## config.mk

```make
export PLATFORM = sky130hd
export DESIGN_NAME = midi_packet_tx
export DESIGN_NICKNAME = d
export VERILOG_FILES = /design/src/rtl/midi_packet_tx.sv
export SDC_FILE = /design/constraint.sdc
export NUM_CORES = 1
export LEC_CHECK = 0
export ABC_AREA = 1
export CAP_MARGIN = 20
export CORE_UTILIZATION = 40
export DETAILED_ROUTE_END_ITERATION = 8
export DONT_BUFFER_PORTS = 1
export GPL_ROUTABILITY_DRIVEN = 0
export RECOVER_POWER = 50
export REMOVE_ABC_BUFFERS = 1
export SLEW_MARGIN = 20
export SYNTH_ARGS = -nofsm -noshare
export SYNTH_HDL_FRONTEND = slang
export SYNTH_SLANG_ARGS = --single-unit
```

## constraint.sdc

```tcl
create_clock -name clk_in -period 3.4 [get_ports clk_in]
set_clock_uncertainty 0.05 [all_clocks]
set_input_delay 0.85 -clock clk_in [delete_from_list [all_inputs] [get_ports clk_in]]
set_output_delay 0.85 -clock clk_in [all_outputs]
set_load 0.1 [all_outputs]
```

## src/rtl/midi_packet_tx.sv

```systemverilog
// Serial MIDI transmitter: queues USB-MIDI event packets in a small FIFO and
// shifts the MIDI bytes selected by each packet's CIN out as 8N1 frames.
module midi_packet_tx #(
  parameter int CLK_HZ     = 100_000_000,
  parameter int BAUD       = 31_250,
  parameter int FIFO_DEPTH = 4
) (
  input  logic        clk_in,
  input  logic        n_rst_in,
  input  logic [31:0] packet_in,
  input  logic        packet_valid_in,
  output logic        packet_ready_out,
  output logic        txd_out,
  output logic        busy_out,
  output logic        error_out
);

  localparam int CLKS_PER_BIT = CLK_HZ / BAUD;
  localparam int TW = (CLKS_PER_BIT > 1) ? $clog2(CLKS_PER_BIT) : 1;
  localparam int AW = (FIFO_DEPTH > 1) ? $clog2(FIFO_DEPTH) : 1;
  localparam int CW = AW + 1;

  if (CLKS_PER_BIT < 2) begin : g_bad_clks_per_bit
    $error("midi_packet_tx: CLK_HZ/BAUD must be at least 2");
  end
  if ((FIFO_DEPTH < 2) || ((FIFO_DEPTH & (FIFO_DEPTH - 1)) != 0)) begin : g_bad_depth
    $error("midi_packet_tx: FIFO_DEPTH must be a power of two >= 2");
  end

  localparam logic [2:0] IDLE  = 3'd0;
  localparam logic [2:0] LOAD  = 3'd1;
  localparam logic [2:0] START = 3'd2;
  localparam logic [2:0] DATA  = 3'd3;
  localparam logic [2:0] STOP  = 3'd4;

  // Reserved CINs map to zero bytes.
  function automatic logic [1:0] cin_bytes(input logic [3:0] cin);
    case (cin)
      4'h5, 4'hF:             return 2'd1;
      4'h2, 4'h6, 4'hC, 4'hD: return 2'd2;
      4'h0, 4'h1:             return 2'd0;
      default:                return 2'd3;
    endcase
  endfunction

  logic [27:0]   mem [FIFO_DEPTH];
  logic [AW-1:0] wr_ptr;
  logic [AW-1:0] rd_ptr;
  logic [CW-1:0] count;
  logic [CW-1:0] count_next;
  logic          push;
  logic          pop;
  logic [27:0]   head;

  logic [2:0]    state;
  logic [TW-1:0] timer;
  logic [2:0]    bit_cnt;
  logic [1:0]    bytes_left;
  logic [1:0]    head_bytes;
  logic          bit_end;
  logic [7:0]    shift;
  logic [7:0]    byte1;
  logic [7:0]    byte2;

  logic          unused_cable;
  assign unused_cable = ^packet_in[31:28];

  assign push       = packet_valid_in && packet_ready_out;
  assign pop        = (state == LOAD);
  assign head       = mem[rd_ptr];
  assign head_bytes = cin_bytes(head[27:24]);
  assign bit_end    = (timer == TW'(CLKS_PER_BIT - 1));
  assign busy_out   = (count != '0) || (state != IDLE);

  always_comb begin
    count_next = count;
    case ({push, pop})
      2'b10:   count_next = count + CW'(1);
      2'b01:   count_next = count - CW'(1);
      default: count_next = count;
    endcase
  end

  always_ff @(posedge clk_in) begin
    if (push) mem[wr_ptr] <= packet_in[27:0];
  end

  // Ready is registered from the next occupancy, so a full FIFO refuses
  // a push even in a cycle that also pops.
  always_ff @(posedge clk_in or negedge n_rst_in) begin
    if (!n_rst_in) begin
      wr_ptr           <= '0;
      rd_ptr           <= '0;
      count            <= '0;
      packet_ready_out <= 1'b1;
    end else begin
      if (push) wr_ptr <= wr_ptr + AW'(1);
      if (pop)  rd_ptr <= rd_ptr + AW'(1);
      count            <= count_next;
      packet_ready_out <= (count_next != CW'(FIFO_DEPTH));
    end
  end

  always_ff @(posedge clk_in or negedge n_rst_in) begin
    if (!n_rst_in) begin
      state      <= IDLE;
      timer      <= '0;
      bit_cnt    <= '0;
      bytes_left <= '0;
      txd_out    <= 1'b1;
      error_out  <= 1'b0;
    end else begin
      error_out <= 1'b0;
      case (state)
        IDLE: begin
          timer <= '0;
          if (count != '0) state <= LOAD;
        end
        LOAD: begin
          timer <= '0;
          if (head_bytes == 2'd0) begin
            error_out <= 1'b1;
            state     <= IDLE;
          end else begin
            bytes_left <= head_bytes;
            txd_out    <= 1'b0;
            state      <= START;
          end
        end
        START: begin
          if (bit_end) begin
            timer   <= '0;
            bit_cnt <= '0;
            txd_out <= shift[0];
            state   <= DATA;
          end else begin
            timer <= timer + TW'(1);
          end
        end
        DATA: begin
          if (bit_end) begin
            timer <= '0;
            if (bit_cnt == 3'd7) begin
              txd_out <= 1'b1;
              state   <= STOP;
            end else begin
              bit_cnt <= bit_cnt + 3'd1;
              txd_out <= shift[1];
            end
          end else begin
            timer <= timer + TW'(1);
          end
        end
        STOP: begin
          if (bit_end) begin
            timer      <= '0;
            bytes_left <= bytes_left - 2'd1;
            if (bytes_left != 2'd1) begin
              txd_out <= 1'b0;
              state   <= START;
            end else begin
              state <= IDLE;
            end
          end else begin
            timer <= timer + TW'(1);
          end
        end
        default: begin
          timer   <= '0;
          txd_out <= 1'b1;
          state   <= IDLE;
        end
      endcase
    end
  end

  // Byte datapath: loaded from the FIFO head, shifted per data bit, and
  // advanced to the next packet byte at the end of each stop bit.
  always_ff @(posedge clk_in) begin
    if (state == LOAD) begin
      shift <= head[23:16];
      byte1 <= head[15:8];
      byte2 <= head[7:0];
    end else if ((state == DATA) && bit_end) begin
      shift <= shift >> 1;
    end else if ((state == STOP) && bit_end) begin
      shift <= byte1;
      byte1 <= byte2;
    end
  end

endmodule

```

==> results of run 1 <==
## per-layer routing
| metal | track usage, % | share of wire (%) | vias up |
|---|---|---|---|
| li1 | - | - | 2068 |
| met5 | 0 | 0 | - |
| met2 | 27.0 | 50 | 92 |
| met1 | 18.5 | 43 | 2058 |
| met3 | 5.52 | 5.6 | 18 |
| met4 | 6.38 | 1.4 | 0 |
## state kept, by name, summed over array words and instances (netlist names)
signal	count
rd_ptr	2
mem	112
shift	8
bytes_left	2
timer	12
count	3
byte2	8
state	3
byte1	8
txd_out	1
bit_cnt	3
error_out	1
wr_ptr	2
packet_ready_out	1
## worst max-delay path: cells and delay by family (launching register included)
family	cells	cell delay, ns
buf+inv	4	1.03
simple gates	1	0.55
flops	1	0.39
compound gates	1	0.20
## power by group
part	internal, mW	switching (mW)
Sequential	2.86	0.231
Clock	0.995	0.896
Combinational	0.630	1.53
Total	4.48	2.66
## worst min path at each step
stage,to,depth (start not counted),slack [ns]
3_3_place_gp,timer[0]$_DFF_PN0_,1,0.39
2_1_floorplan,timer[0]$_DFF_PN0_,1,0.37
5_1_grt,timer[7]$_DFF_PN0_,0,0.04
6_report,timer[5]$_DFF_PN0_,0,0.06
4_1_cts,error_out$_DFF_PN0_,0,0.05
3_5_place_dp,timer[0]$_DFF_PN0_,1,0.40
## synth_stat cells
cell type,instances
nor2_4,4
o221a_2,1
inv_1,33
or2_2,1
nor2_2,5
a21oi_1,19
nor2_1,57
nand2_1,125
inv_4,1
dfrtp_1,28
dfstp_2,2
nand2_2,6
buf_2,12
clkbuf_1,6
buf_4,2
ha_1,9
xnor2_1,3
o21ai_0,42
o211a_1,1
edfxtp_1,136
o21ai_1,6
a31oi_1,1
a221o_1,1
o21bai_1,1
inv_2,10
fa_1,1
xor2_1,6
nand3_2,3
nand4_1,2
buf_6,1
nor3_1,5
and3_1,1
nor3b_1,1
o22ai_1,16
nand3_1,45
## cell families after synthesis
logic type | share of synthesized area [%]
simple gates | 16.0
buf+inv | 4.00
flops | 69.9
fa+ha+maj | 1.92
compound gates | 6.95
xor+xnor | 1.14
## layout by cell type (no fill, tap or decap), drive strengths merged
cell type / instances
a21oi: 19
a31oi: 1
or2: 1
nand3: 48
buf: 10
dfstp: 2
nand4: 2
clkinv: 6
o21ai: 48
o21bai: 1
nor3b: 1
xnor2: 3
clkbuf: 18
nor2: 66
clkinvlp: 2
o22ai: 16
inv: 51
fa: 1
and3: 1
o211a: 1
o221a: 1
a221o: 1
dfrtp: 28
nand2: 131
edfxtp: 136
xor2: 6
ha: 9
nor3: 5
## through the flow
| stage | setup slack (ns) | hold WS (ns) |
|---|---|---|
| floorplan | 0.565 | 0.374 |
| CTS | 1.02 | 0.0453 |
| global route | 0.623 | 0.0383 |
| global placement | 0.994 | 0.386 |
| detailed placement | 0.932 | 0.404 |
| finish | 0.842 | 0.0645 |
## area by class of cell
type / count / share of cell area (%)
Sequential cell: 166 / 62.6
Multi-Input combinational cell: 362 / 22.9
Clock buffer: 17 / 5.50
Tap cell: 220 / 3.56
Clock inverter: 15 / 2.28
Inverter: 44 / 2.17
Timing Repair Buffer: 11 / 1.04
==> flow_metrics.py, run 1 <==
metrics = {
    "final_layout": {
        "fillCellCount": 1477,
        "finish.instance_area_um2": 7730,
        "n_antenna_cell": 0,
        "stdcell_count": 835,
        "multi_input_area_um2": 1770,
        "fin_util_pct": 46.1,
        "fin_nets": 647,
        "areaGrowthSynthToFinish_pct": 11.8,
        "layout-drive-gt1-share_pct": 11.1,
        "ff_latch_area_um2": 4840,
    },
    "flow_run": {
        "drv_cap": 0,
    },
    "timing": {
        "tightestPinTransition_ns": 1.27,
        "setup_violations": 0,
        "layout_min_cycle_time_ns": 2.56,
        "clock.fmax_mhz": 391,
        "period_share_pct": 75.2,
        "rsz0062_at_grt": "no",
        "slew_headroom_pct": 15.4,
        "fin_setup_tns_ns": 0,
        "maxSlewViolCount": 0,
        "hold_violations": 0,
    },
    "clock_network": {
        "post_cts_buffers": 0,
        "cts_resized": 0,
        "htreeDepth": 4,
        "cts.clk_slew.worst_paths_ns": 0.07,
        "numCtsBuffers": 17,
        "cts_hold_buf": 0,
        "clockBufferDepth": 2,
        "cts_tree": "done",
        "cts.sinks": 166,
        "cts_root_buffer": "clkbuf_16",
        "insertion_delay_ns": 0.43,
    },
    "setup_path": {
        "max_stage_delay_ns": 0.55,
        "setup.worst_path.start_class": "flop",
        "critPathLaunch": "state[2]$_DFFE_PN0P_",
        "path_cells": "inv_1, nand3_1, inv_2, buf_4, o21ai_1, inv_1",
        "rr_startpoint": "state[2]$_DFFE_PN0P_",
        "crit_top_cell": "inv_1",
        "critical_path_class": "flop to flop",
        "worstPathArrival_ns": 2.61,
        "ff2ff_setup_slack_ns": 0.84,
        "r2r_end": "byte1[6]$_DFFE_PP_",
        "end_kind": "flop",
        "crit_end": "byte1[6]$_DFFE_PP_",
        "ff2ff_path_depth": 6,
        "cpMaxStageDelayCell": "nand3_1",
        "cp_max_fo": 27,
        "critPathRequiredTime_ns": 3.45,
    },
    "pwr": {
        "p_leak_nw": 2.93,
        "finalPower_mw": 7.14,
        "worst_ir_drop_vdd_uv": 477,
        "p_per_area_nw_per_um2": 924,
    },
    "detailed_routing": {
        "wl_mm": 13.0,
        "avgViaCountPerCell": 5.07,
        "routedWlPerCell_um": 15.6,
        "drc": 0,
        "drtIter0Drc": 306,
        "ant_nets": 0,
        "vias": 4236,
        "dr.pass1.iters": 7,
    },
    "logic_synthesis": {
        "yosys-top-cells-area": "edfxtp_1 59%, dfrtp_1 10%, nand2_1 6.8%, nand3_1 3.3%, nor2_1 3.1%",
        "yosysTopAreaCell": "edfxtp_1",
        "synth_cells": 593,
        "yosysSeqAreaShare_pct": 69.9,
        "netlist-cell-type-count": 35,
        "syn_avg_cell_area_um2": 11.7,
        "ys_seq_elements": 166,
        "netlist_area_um2": 6920,
        "yosysWarnings": 0,
        "synth_top_cell_area_share_pct": 59.1,
    },
    "die": {
        "dieArea_um2": 17800,
        "pin_count": 39,
        "die_x_um": 133,
        "core_area_um2": 16800,
        "die_h_um": 133,
        "rows": 47,
        "start_util_pct": 41.3,
    },
    "placed_design": {
        "portBuffers": 0,
        "dp.cells": 803,
        "post_dp_cell_area_um2": 7180,
        "hpwlAfterDp_mm": 7.65,
    },
    "grt": {
        "grt_pass1_wl_mm": 21.3,
        "antenna_found_initial": 0,
        "grt_remaining_overflow": 0,
        "track_usage_pct": 15.9,
        "grt_pass1_vias": 4360,
        "grt_max_degree": 66,
    },
    "status": {
        "status": "complete, no violations",
    },
    "min_path": {
        "hold_path.class": "primary input to async pin",
    },
}
No activity file was read; power rests on OpenSTA's default activity.
==> inputs of run 2 (changes only) <==
Clock period 3.4 ns to 2.1 ns, I/O delays scaled along.
==> flow_metrics.py, run 2 (synthesis results as in run 1) <==
metrics = {
    "placed_design": {
        "dp_slack_ns": 0.178,
        "post_dp_cell_area_um2": 7300,
        "hpwlAfterDp_mm": 7.82,
        "dp.cells": 809,
        "portBuffers": 0,
    },
    "pwr": {
        "p_per_area_nw_per_um2": 1490,
        "p_seq_share_pct": 42.4,
        "p_leak_nw": 3.02,
        "p_int_mw": 7.63,
        "worst_ir_drop_vdd_uv": 705,
        "finalPower_mw": 11.8,
        "p_sw_mw": 4.18,
        "switching_share_pct": 35.4,
        "power.share.combinational_pct": 31.5,
        "clockPowerShare_pct": 26.1,
    },
    "detailed_routing": {
        "ant_nets": 0,
        "vias": 4232,
        "dr.pass1.iters": 5,
        "avgViaCountPerCell": 5.01,
        "routedWlPerCell_um": 15.1,
        "drc": 0,
        "wl_mm": 12.7,
        "drtIter0Drc": 276,
    },
    "grt": {
        "grt_pass1_vias": 4381,
        "met1_usage_pct": 17.6,
        "track_usage_pct": 15.6,
        "grt_use_met2_pct": 27.6,
        "grt_pass1_wl_mm": 21.2,
        "grt_max_degree": 56,
        "grt.busiest_layer": "met2",
        "antenna_found_initial": 0,
        "use_met3_pct": 5.02,
        "grt_remaining_overflow": 0,
    },
    "status": {
        "status": "complete, no violations",
    },
    "flow_run": {
        "drv_cap": 0,
    },
    "timing": {
        "layout_min_cycle_time_ns": 2.02,
        "maxSlewViolCount": 0,
        "slew_headroom_pct": 50.2,
        "setup_violations": 0,
        "setup_slack_ns": 0.0802,
        "hold_violations": 0,
        "clock.fmax_mhz": 495,
        "period_share_pct": 96.2,
        "tightestPinTransition_ns": 0.747,
        "rsz0062_at_grt": "no",
    },
    "clock_network": {
        "cts_root_buffer": "clkbuf_16",
        "numCtsBuffers": 17,
        "cts_tree": "done",
        "htreeDepth": 4,
        "cts.clk_slew.worst_paths_ns": 0.06,
        "clockBufferDepth": 2,
        "cts.sinks": 166,
        "insertion_delay_ns": 0.42,
    },
    "final_layout": {
        "n_antenna_cell": 0,
        "final_cell_mix": "136 x edfxtp_1, 128 x nand2_1, 53 x nor2_1, 44 x nand3_1, 42 x o21ai_0",
        "finish.instance_area_um2": 7930,
        "fin_nets": 656,
        "top_regs": "mem: 112 flops, timer: 12 flops",
        "areaGrowthSynthToFinish_pct": 14.7,
        "stdcell_count": 844,
        "regMostFlops": "mem",
        "largest_reg_flops": 112,
        "fin_util_pct": 47.3,
        "final_common_cell": "edfxtp_1",
        "layout-drive-gt1-share_pct": 13.0,
    },
    "die": {
        "pin_count": 39,
        "die_h_um": 133,
        "rows": 47,
        "die_x_um": 133,
        "dieArea_um2": 17800,
        "start_util_pct": 41.3,
        "core_area_um2": 16800,
    },
    "setup_path": {
        "critPathRequiredTime_ns": 1.52,
        "cp.buffers_inverters": 2,
        "cpMaxStageDelayCell": "dfrtp_1",
        "cp_max_fo": 5,
        "max_stage_delay_ns": 0.38,
        "setup.worst_path.start_class": "flop",
        "critical_path_class": "flop to output pin",
        "cpLargestDelayFamily": "flip-flops",
        "path_cells": "buf_4, nor2_2, nand3_2, buf_12",
        "worstPathArrival_ns": 1.44,
        "end_kind": "output pin",
    },
    "min_path": {
        "hold_path.class": "primary input to flop",
    },
}
## run 2: cell types whose count changed in the layout (fill, tap and decap cells not counted), moves of 2 or more
| cell | delta |
|---|---|
| clkinvlp_4 | -2 |
| nand3_1 | -3 |
| bufinv_16 | +2 |
| clkinv_2 | +2 |
| clkbuf_1 | +2 |
| clkinv_8 | -3 |
| nor2_4 | +3 |
| nand3_2 | +3 |
| nor2_1 | -4 |
| buf_12 | +7 |
## run 2: layout make-up
class	instances	area (µm²)
Fill cell	1466	8830
Clock inverter	14	168
Clock buffer	18	429
Tap cell	220	275
Timing Repair Buffer	20	234
Inverter	44	170
Sequential cell	166	4840
Multi-Input combinational cell	362	1810
## run 2: worst reg2reg max path: cells and delay by family (launching register included)
kind                       cells  cell delay [ns]
xor gates and xnor gates       1             0.18
adders and majority gates      2             0.51
and+or+nand+nor                2             0.16
AOI/OAI and AO/OA              2             0.25
buffers and inverters          3             0.26
DFF                            1             0.42
## run 2: worst paths after layout
check | from | depth (start not counted) | end | slack [ns]
max | state[0]$_DFFE_PN0P_ | 4 | busy_out | 0.08
max reg2reg | state[2]$_DFFE_PN0P_ | 10 | packet_ready_out$_DFF_PN1_ | 0.20
min reg2reg | timer[0]$_DFF_PN0_ | 1 | timer[0]$_DFF_PN0_ | 0.41
max in group asynchronous | n_rst_in | 2 | rd_ptr[0]$_DFFE_PN0P_ | 0.81
min in group asynchronous | n_rst_in | 2 | error_out$_DFF_PN0_ | 0.67
min | packet_in[3] | 0 | mem[3][3]$_DFFE_PP_ | 0.15
## run 2: routing by layer
layer,vias up,share of wire (%)
li1,2087,-
met2,96,51
met1,2037,41
met4,0,1.3
met5,-,0
met3,12,6.4
## run 2: timing repair
item / 4_1_cts / 5_1_grt
hold buffers: 2 / 0
resized for setup: 5 / 2
setup buffers: 0 / 1
endpoints found under the setup margin: 1 / 2
endpoints found under the hold margin: 30 / 0
pin swaps: 0 / 1
## run 2: power groups by stage
stage	Clock [mW]	Sequential, mW	Combinational (mW)
final	3.08	5.01	3.72
after global routing	3.27	5.09	4.23
after CTS	3.15	5.02	3.81
after detailed placement	0	5.07	3.75
after global placement	0	5.05	3.64
after floorplan	0	5.19	2.36
## run 2: stage by stage
stage	hold WS, ns	TNS [ns]
2_1_floorplan	0.179	-93.75
3_3_place_gp	0.180	0
3_5_place_dp	0.181	0
4_1_cts	0.130	0
5_1_grt	0.126	0
6_report	0.149	0
==> inputs of run 3 (changes only) <==
Settings changed: ABC_CLOCK_PERIOD_IN_PS from default to 2100.
==> results of run 3 <==
Same layout as run 2: the final DEF is identical, and so are final timing and power.
